[src/rtl/bsg_manycore_vcache_wh_to_mem.sv]
// rtl/bsg_manycore_vcache_wh_to_mem.sv - memory-side endpoint of the vcache DMA wormhole network
//
// Purpose: accepts cache-DMA wormhole packets (header, address, optional write
// data), turns them into per-beat memory requests, and returns read fills as a
// wormhole packet (header first, then N data flits). One packet in flight.
//
// Ports:
//   clk_i, reset_n_i          clock, asynchronous active-low reset
//   wh_link_sif_i             {v, data, ready_and_rev} from the network
//   wh_link_sif_o             {v, data, ready_and_rev} to the network
//   mem_v_o/mem_w_o           memory request valid / write-not-read
//   mem_addr_o/mem_data_o     beat byte address / write beat data
//   mem_ready_i               memory request accepted
//   mem_rdata_v_i/mem_rdata_i read data valid / data (in request order)
//   mem_rdata_ready_o         read data accepted
module bsg_manycore_vcache_wh_to_mem #(
    parameter int wh_flit_width_p              = 32,
    parameter int wh_cord_width_p              = 8,
    parameter int wh_len_width_p               = 4,
    parameter int wh_cid_width_p               = 2,
    parameter int vcache_addr_width_p          = 32,
    parameter int vcache_data_width_p          = 32,
    parameter int vcache_block_size_in_words_p = 8,
    parameter int vcache_dma_data_width_p      = 32
) (
    input  logic                               clk_i,
    input  logic                               reset_n_i,
    input  logic [wh_flit_width_p+1:0]         wh_link_sif_i,
    output logic [wh_flit_width_p+1:0]         wh_link_sif_o,
    output logic                               mem_v_o,
    output logic                               mem_w_o,
    output logic [vcache_addr_width_p-1:0]     mem_addr_o,
    output logic [vcache_dma_data_width_p-1:0] mem_data_o,
    input  logic                               mem_ready_i,
    input  logic                               mem_rdata_v_i,
    input  logic [vcache_dma_data_width_p-1:0] mem_rdata_i,
    output logic                               mem_rdata_ready_o
);

    localparam int N       = vcache_block_size_in_words_p * vcache_data_width_p / vcache_dma_data_width_p;
    localparam int CW      = $clog2(N + 1);
    localparam int BYTES   = vcache_dma_data_width_p / 8;
    localparam int C       = wh_cord_width_p;
    localparam int L       = wh_len_width_p;
    localparam int I       = wh_cid_width_p;
    localparam int A       = vcache_addr_width_p;
    localparam int F       = wh_flit_width_p;
    localparam int LEN_LSB = C;
    localparam int SRC_LSB = C + L;
    localparam int CID_LSB = 2 * C + L;
    localparam int WNR_BIT = 2 * C + L + I;

    typedef enum logic [2:0] {S_IDLE, S_ADDR, S_WR, S_RHDR, S_RD} state_e;

    state_e        r_state, w_next;
    logic [C-1:0]  r_src;
    logic [I-1:0]  r_cid;
    logic          r_wnr;
    logic [A-1:0]  r_base;
    logic [CW-1:0] r_req_cnt;
    logic [CW-1:0] r_rsp_cnt;

    logic          w_in_v, w_in_ready, w_out_v, w_out_ready;
    logic [F-1:0]  w_in_data, w_out_data;
    logic          w_unused;

    assign w_in_v      = wh_link_sif_i[F+1];
    assign w_in_data   = wh_link_sif_i[F:1];
    assign w_out_ready = wh_link_sif_i[0];
    // Header routing fields and high address bits are not needed here.
    assign w_unused    = ^w_in_data;

    // State is forced to IDLE while reset is held, so only the IDLE input
    // ready has to be masked to keep the link quiet during reset.
    assign wh_link_sif_o = {w_out_v, w_out_data, w_in_ready & reset_n_i};
    assign mem_addr_o    = r_base + A'(r_req_cnt) * A'(BYTES);

    always_comb begin
        w_next            = r_state;
        w_in_ready        = 1'b0;
        w_out_v           = 1'b0;
        w_out_data        = '0;
        mem_v_o           = 1'b0;
        mem_w_o           = 1'b0;
        mem_data_o        = '0;
        mem_rdata_ready_o = 1'b0;
        case (r_state)
            S_IDLE: begin
                w_in_ready = 1'b1;
                if (w_in_v) w_next = S_ADDR;
            end
            S_ADDR: begin
                w_in_ready = 1'b1;
                if (w_in_v) w_next = r_wnr ? S_WR : S_RHDR;
            end
            S_WR: begin
                // Write beats stream straight through to memory.
                mem_v_o    = w_in_v;
                mem_w_o    = 1'b1;
                mem_data_o = w_in_data[vcache_dma_data_width_p-1:0];
                w_in_ready = mem_ready_i;
                if (w_in_v && mem_ready_i && r_req_cnt == CW'(N - 1)) w_next = S_IDLE;
            end
            S_RHDR: begin
                w_out_v                      = 1'b1;
                w_out_data[C-1:0]            = r_src;
                w_out_data[LEN_LSB +: L]     = L'(N);
                w_out_data[CID_LSB +: I]     = r_cid;
                if (w_out_ready) w_next = S_RD;
            end
            S_RD: begin
                // Requests and fill forwarding proceed independently.
                mem_v_o           = (r_req_cnt < CW'(N));
                w_out_v           = mem_rdata_v_i;
                w_out_data        = F'(mem_rdata_i);
                mem_rdata_ready_o = w_out_ready;
                if (mem_rdata_v_i && w_out_ready && r_rsp_cnt == CW'(N - 1)) w_next = S_IDLE;
            end
            default: w_next = S_IDLE;
        endcase
    end

    always_ff @(posedge clk_i or negedge reset_n_i) begin
        if (!reset_n_i) begin
            r_state   <= S_IDLE;
            r_src     <= '0;
            r_cid     <= '0;
            r_wnr     <= 1'b0;
            r_base    <= '0;
            r_req_cnt <= '0;
            r_rsp_cnt <= '0;
        end else begin
            r_state <= w_next;
            case (r_state)
                S_IDLE: if (w_in_v) begin
                    r_src <= w_in_data[SRC_LSB +: C];
                    r_cid <= w_in_data[CID_LSB +: I];
                    r_wnr <= w_in_data[WNR_BIT];
                end
                S_ADDR: if (w_in_v) begin
                    r_base    <= w_in_data[A-1:0];
                    r_req_cnt <= '0;
                end
                S_WR: if (w_in_v && mem_ready_i) r_req_cnt <= r_req_cnt + 1'b1;
                S_RHDR: if (w_out_ready) begin
                    r_req_cnt <= '0;
                    r_rsp_cnt <= '0;
                end
                S_RD: begin
                    if (mem_v_o && mem_ready_i) r_req_cnt <= r_req_cnt + 1'b1;
                    if (mem_rdata_v_i && w_out_ready) r_rsp_cnt <= r_rsp_cnt + 1'b1;
                end
                default: ;
            endcase
        end
    end

    a_rdata_outside_rd: assert property (@(posedge clk_i) disable iff (!reset_n_i)
        !(mem_rdata_v_i && r_state != S_RD))
        else $error("mem_rdata_v_i asserted outside read phase");

    a_write_len: assert property (@(posedge clk_i) disable iff (!reset_n_i)
        (r_state == S_IDLE && w_in_v && w_in_data[WNR_BIT]) |-> (w_in_data[LEN_LSB +: L] == L'(N + 1)))
        else $error("write packet length is not N+1");

endmodule

[config.mk]
export PLATFORM = sky130hd
export DESIGN_NAME = bsg_manycore_vcache_wh_to_mem
export DESIGN_NICKNAME = d
export VERILOG_FILES = /design/src/rtl/bsg_manycore_vcache_wh_to_mem.sv
export SDC_FILE = /design/constraint.sdc
export NUM_CORES = 1
export LEC_CHECK = 0
export BUFFER_PORTS_ARGS = -buffer_cell sky130_fd_sc_hd__buf_4
export CAP_MARGIN = 20
export CORE_MARGIN = 1
export CORE_UTILIZATION = 40
export DETAILED_ROUTE_END_ITERATION = 10
export PLACE_DENSITY_LB_ADDON = 0.25
export SYNTH_ARGS = -nofsm -noshare
export SYNTH_HDL_FRONTEND = slang
export SYNTH_SLANG_ARGS = --single-unit
[constraint.sdc]
create_clock -name clk_i -period 4 [get_ports clk_i]
set_clock_uncertainty 0.15 [all_clocks]
set_input_delay 0.2 -clock clk_i [delete_from_list [all_inputs] [get_ports clk_i]]
set_output_delay 0.2 -clock clk_i [all_outputs]
set_load 0.01 [all_outputs]
==> Word-level counts from Yosys, hierarchy flattened <==
Cells that the tools add are included.
{ "word_totals": {"output_inout_bits": 101, "wordCells": 64, "regBits": 54, "in_bits": 70} }
{ "classes": {"reduce_logical": 14, "eq_ne": 14, "order_cmp": 1, "muxes": 24, "add_sub_neg": 3, "bitwise": 1} }
{ "op_table": {"columns": ["cell", "n"], "rows": [
  ["adder 32 x 6 -> 32 bit", 1],
  ["2-to-1 mux 32 bit", 1],
  ["one-hot mux 12 bit (2 select lines)", 1],
  ["2-to-1 mux 4 bit", 5],
  ["!= test 2 bit (second input constant)", 8],
  ["one-hot mux 4 bit (4 select lines)", 1],
  ["2-to-1 mux 3 bit", 5],
  ["one-hot mux 3 bit (5 select lines)", 1],
  ["2-to-1 mux 10 bit", 1],
  ["AND reduction 5 bit", 2],
  ["adder 4 x 1 -> 4 bit (second input constant)", 2],
  ["== test 4 x 3 -> 1 bit (second input constant)", 2],
  ["2-to-1 mux 8 bit", 1],
  ["one-hot mux 4 bit (2 select lines)", 1],
  ["== test 3 x 2 -> 1 bit (second input constant)", 2],
  ["one-hot mux 1 bit (2 select lines)", 3],
  ["logical AND 1 bit", 5],
  ["less-than comparator 4 bit (second input constant)", 1],
  ["one-hot mux 2 bit (2 select lines)", 1],
  ["AND reduction 2 bit", 2],
  ["nonzero test 4 bit", 1],
  ["== test 3 x 1 -> 1 bit (second input constant)", 1],
  ["== test 3 bit (second input constant)", 1],
  ["zero test 3 bit", 1],
  ["5 further kinds", 7]
]} }

==> Logic depth before layout (Yosys ltp) <==
{ "depth": {"ltp_word": 5, "ltp_mapped": 7, "ltp_nobuf": 7} }

==> Worst setup path after synthesis <==
OpenSTA, ideal clock, no wires.
{ "synth_timing": {"kind": "flip-flop to output port", "start": "register r_req_cnt[0]", "end": "output port mem_addr_o[28]", "required_ns": 3.650, "arrival_ns": 1.907, "slack_ns": 1.743, "path_buffers": 0, "path_stages_with_launch": 8, "path_cell_list": "dfrtp_1 > ha_1 > inv_1 > fa_1 > nand2b_1 > a21oi_1 > nand4_1 > xnor2_1"} }
{ "synth_between": {"elab_chain_len": 1} }
{ "synth_lines": {"columns": ["item", "line_no", "rtl"], "rows": [
  ["start, declared", "60", "logic [CW-1:0] r_req_cnt;"],
  ["start signal, assigned", "144", "S_WR: if (w_in_v && mem_ready_i) r_req_cnt <= r_req_cnt + 1'b1;"],
  ["start signal, assigned", "150", "if (mem_v_o && mem_ready_i) r_req_cnt <= r_req_cnt + 1'b1;"],
  ["adder 32 x 6 -> 32 bit", "76", "assign mem_addr_o = r_base + A'(r_req_cnt) * A'(BYTES);"],
  ["end, declared", "32", "output logic [vcache_addr_width_p-1:0] mem_addr_o,"]
]} }
No other way between the ends.

==> Worst setup path after layout <==
{ "layout_timing": {"start": "register r_req_cnt[3]", "end": "output port mem_addr_o[31]"} }
Same word-level chain as after synthesis.

==> impl_metrics.env <==
export IMPL_grt_pass1_vias=3077
export IMPL_placed_cells=597
export IMPL_post_cts_setup_buffers=0
export IMPL_setup_tns_ns=0
export IMPL_power_switching_mw=1.30
export IMPL_cp_max_fo=13
export IMPL_top_level_ports=171
export IMPL_vdd_drop_max_mv=0.394
export IMPL_report_final_setup_viol=0
export IMPL_hpwl_um=6870
export IMPL_clock_power_share_pct=11.4
export IMPL_layout_drive_gt1_share_pct=44.1
export IMPL_hold_viol_final=0
export IMPL_totalWireLength_um=9590
export IMPL_cts_clk_slew_worst_paths_ns=0.10
export IMPL_layout_worst_path_cycle_share_pct=75.3
export IMPL_timing_fmax_mhz=332
export IMPL_comb_power_share_pct=55.2
export IMPL_post_route_cell_area_um2=5250
export IMPL_worstPathArrival_ns=2.66
export IMPL_min_delay_path_class="input port to flip-flop"
export IMPL_floorplan_die_width_um=95.4
export IMPL_route_detailed_wl_per_inst_um=15.1
export IMPL_min_path_cells=2
export IMPL_grt_first_pass_wirelength_um=14800
export IMPL_min_cycle_time_layout_ns=3.01
export IMPL_cts_htree_levels=2
export IMPL_overflow=0
export IMPL_syn_nets=416
export IMPL_fraction_of_power_spent_switching_nets_pct=38.9
export IMPL_seq_power_share_pct=33.5
export IMPL_via_per_inst=5.12
export IMPL_core_rowCount=33
export IMPL_r2r_setup_slack_ns=1.55
export IMPL_reg_area_um2=1350
export IMPL_via_count=3258
export IMPL_yosys_area_share_adder_pct=2.73
export IMPL_drt_antenna_violating_nets=0
export IMPL_yosys_area_share_xor_xnor_pct=6.78
export IMPL_yosys_mux_area_fraction_pct=14.2
export IMPL_floorplan_die_area_um2=9090
export IMPL_grt_antenna_before_repair=0
export IMPL_drt_initial_drc_count=87
export IMPL_totalPowerFinal_mw=3.35
export IMPL_postSynthRegisterBits=54
export IMPL_antenna_cells=0
export IMPL_tritoncts="done"
export IMPL_clk_latency_ns=0.31
export IMPL_synth_area_per_cell_um2=10.3
export IMPL_r2r_worst_path_cells=3
export IMPL_power_static_leakage_nw=2.47
export IMPL_cpPeakStageDelay_ns=0.87
export IMPL_critPathCaptureType="output port"
export IMPL_pwr_density_nw_per_um2=637
export IMPL_synth_simple_area_share_pct=25.2
export IMPL_yosysWarningCount=0
export IMPL_min_from="wh_link_sif_i[22]"
export IMPL_place_gp_congestion=0.800
export IMPL_critical_path_slowest_cell="sky130_fd_sc_hd__o211ai_1"
export IMPL_root_buffer="sky130_fd_sc_hd__clkbuf_8"
export IMPL_synth_enable_flop_cells=0
export IMPL_instances_no_fill=636
export IMPL_synth_async_sr_flop_share_pct=100
export IMPL_rsz0062_at_grt="false"
export IMPL_cts_path_max_buffers=2
export IMPL_status="finished, final reports clean"
export IMPL_die_h_um=95.4
export IMPL_postPlaceCellArea_um2=4820
export IMPL_syn_cell_area_um2=3490
export IMPL_cts_made_buffers=5
export IMPL_path_class="flip-flop to output port"
export IMPL_flow_area_growth_from_synthesis_pct=50.7
export IMPL_reg2reg_from="r_state[0]"
export IMPL_detail_route_drc_violations=0
export IMPL_initial_utilization_pct=41.8
export IMPL_layout_nets=608
export IMPL_transition_time_at_the_pin_with_the_least_slew_margin_ns=1.09
export IMPL_critPathLaunchType="flip-flop"
export IMPL_footprint_of_the_multi_input_gates_um2=1990
export IMPL_grt_start_max_net_pins=56
export IMPL_cp_data_required_time_ns=3.65
export IMPL_netlist_instances=339
export IMPL_filler_cell_count=692
export IMPL_timing_slew_headroom_pct=26.8
export IMPL_finalCoreUtilization_pct=63.0
export IMPL_synth_flop_cell="sky130_fd_sc_hd__dfrtp_1"
export IMPL_postCtsResizedCells=0
export IMPL_r2r_end="r_base[7]"
export IMPL_min_delay_worst_endpoint="r_cid[1]"
export IMPL_worstPathCellList="ha_1 -> nand3_1 -> o211ai_1 -> nand4_1 -> xnor2_1 -> buf_4"
export IMPL_post_synthesis_compound_gate_area_fraction_pct=7.90
export IMPL_cts_sinks=54
export IMPL_seq_area_frac_synth_pct=38.8
export IMPL_number_of_search_and_repair_iterations_in_the_first_detailed_routing_pass=4
export IMPL_synth_cell_type_count=49
export IMPL_globalRouteTotalUtil_pct=21.2
export IMPL_synth_top_family_by_area="simple AND/OR/NAND/NOR gates"
export IMPL_design_core_area_um2=8340
export IMPL_timing_final_max_slew_violations=0
export IMPL_cellInternalPower_mw=2.04
export IMPL_port_buffers=170
export IMPL_timing_max_cap_violations=0
[worst max-delay path by stage]
stage | start | end | slack (ns) | cells past startpoint
finish | r_req_cnt[3] | mem_addr_o[31] | 0.99 | 6
global placement | r_req_cnt[3] | mem_addr_o[31] | 1.38 | 6
CTS | r_req_cnt[3] | mem_addr_o[31] | 0.97 | 6
detailed placement | r_req_cnt[3] | mem_addr_o[31] | 1.32 | 6
floorplan | r_req_cnt[0] | mem_addr_o[28] | 1.74 | 7
global route | r_req_cnt[0] | mem_addr_o[30] | 0.81 | 8
[sequential cells by signal (all words and copies together), names as in the netlist]
signal	cells
r_rsp_cnt	4
r_wnr	1
r_req_cnt	4
r_cid	2
r_base	32
r_state	3
r_src	8
[worst max-delay path: cells and delay by family, from the launching register on]
family | cells | cell delay, ns
AO/OA/AOI/OAI | 1 | 0.87
XOR/XNOR | 1 | 0.19
adder cells (fa/ha/maj) | 1 | 0.38
buffers and inverters | 1 | 0.14
flip-flops | 1 | 0.43
AND/OR/NAND/NOR | 2 | 0.34
[layout by cell type, fill, tap and decap left out, types with 2 or more instances in the layout]
cell type / netlist / layout
sky130_fd_sc_hd__o31ai_1: 3 / 3
sky130_fd_sc_hd__inv_1: 10 / 10
sky130_fd_sc_hd__nand3b_1: 2 / 2
sky130_fd_sc_hd__nand3_1: 19 / 19
sky130_fd_sc_hd__a22o_1: 11 / 11
sky130_fd_sc_hd__mux2_2: 43 / 43
sky130_fd_sc_hd__buf_4: 6 / 174
sky130_fd_sc_hd__nand2b_1: 2 / 2
sky130_fd_sc_hd__and3b_1: 2 / 2
sky130_fd_sc_hd__a21oi_1: 7 / 7
sky130_fd_sc_hd__nor2_1: 5 / 5
sky130_fd_sc_hd__xnor2_1: 25 / 25
sky130_fd_sc_hd__and2_1: 54 / 54
sky130_fd_sc_hd__xor2_1: 2 / 2
sky130_fd_sc_hd__and3_1: 5 / 5
sky130_fd_sc_hd__nand2_1: 16 / 16
sky130_fd_sc_hd__and4_1: 5 / 5
sky130_fd_sc_hd__dlygate4sd3_1: 0 / 32
sky130_fd_sc_hd__o21ai_0: 10 / 10
sky130_fd_sc_hd__nand4_1: 11 / 11
sky130_fd_sc_hd__dfrtp_1: 54 / 54
sky130_fd_sc_hd__clkbuf_8: 0 / 6
sky130_fd_sc_hd__nor3b_4: 2 / 2
sky130_fd_sc_hd__ha_1: 6 / 6
[Yosys cell counts, drive strengths merged (2+ instances only)]
cell type	number	share of area, %
dfrtp	54	39
nand4	12	2.3
nor4	2	0.79
xnor2	25	6.3
and4	5	1.3
a211oi	2	0.57
o21ai	10	1.4
buf	14	2.6
nor3b	3	1.3
and2	54	9.7
and3	5	0.90
mux2	43	14
o31ai	3	0.65
nor3	2	0.43
nand3b	2	0.43
and3b	2	0.50
inv	10	1.1
clkbuf	7	0.75
nor2	6	0.72
nand2	16	1.7
xor2	2	0.50
nand3	19	2.7
a22o	11	2.8
nand2b	2	0.36
a21oi	7	1.0
ha	6	2.2
[what timing repair did]
item | CTS | global route
hold buffers | 31 | 1
endpoints found under the setup margin | 0 | 0
hold endpoints to repair | 90 | 1
[cells by family after synthesis]
family                   Yosys count
flip-flops                        54
XOR/XNOR                          27
AND/OR/NAND/NOR                  137
AO/OA/AOI/OAI                     39
adder cells (fa/ha/maj)            7
multiplexers                      44
buffers and inverters             31
[stage by stage]
| step | hold slack [ns] | setup WS, ns |
|---|---|---|
| finish | 0.0219 | 0.990 |
| global route | 0.00947 | 0.810 |
| CTS | 0.00193 | 0.967 |
| detailed placement | 0.148 | 1.32 |
| global placement | 0.147 | 1.38 |
| floorplan | -0.246 | 1.74 |
[routing by layer]
metal / wire, µm / global-route usage [%] / up-vias / part of all wire (%)
met4: 139 / 6.57 / 0 / 1.4
li1: - / - / 1581 / -
met5: 0 / 0 / - / 0
met3: 358 / 3.19 / 13 / 3.7
met2: 4960 / 36.4 / 91 / 52
met1: 4130 / 27.3 / 1573 / 43
[power groups by stage]
stage                     clock (mW)  sequential (mW)  combinational (mW)
after global routing           0.404             1.17                2.00
after floorplan                    0             1.00                1.17
after detailed placement           0             1.13                1.83
final                          0.381             1.12                1.85
after CTS                      0.387             1.12                1.86
after global placement             0             1.11                1.80
[layout make-up]
type	instances	share of cell area (%)
Clock buffer	6	1.57
Clock inverter	1	0.572
Inverter	10	0.714
Multi-Input combinational cell	254	38.0
Sequential cell	54	25.7
Tap cell	105	2.50
Timing Repair Buffer	206	31.0
Note: power is estimated with default switching activity, not from simulation.
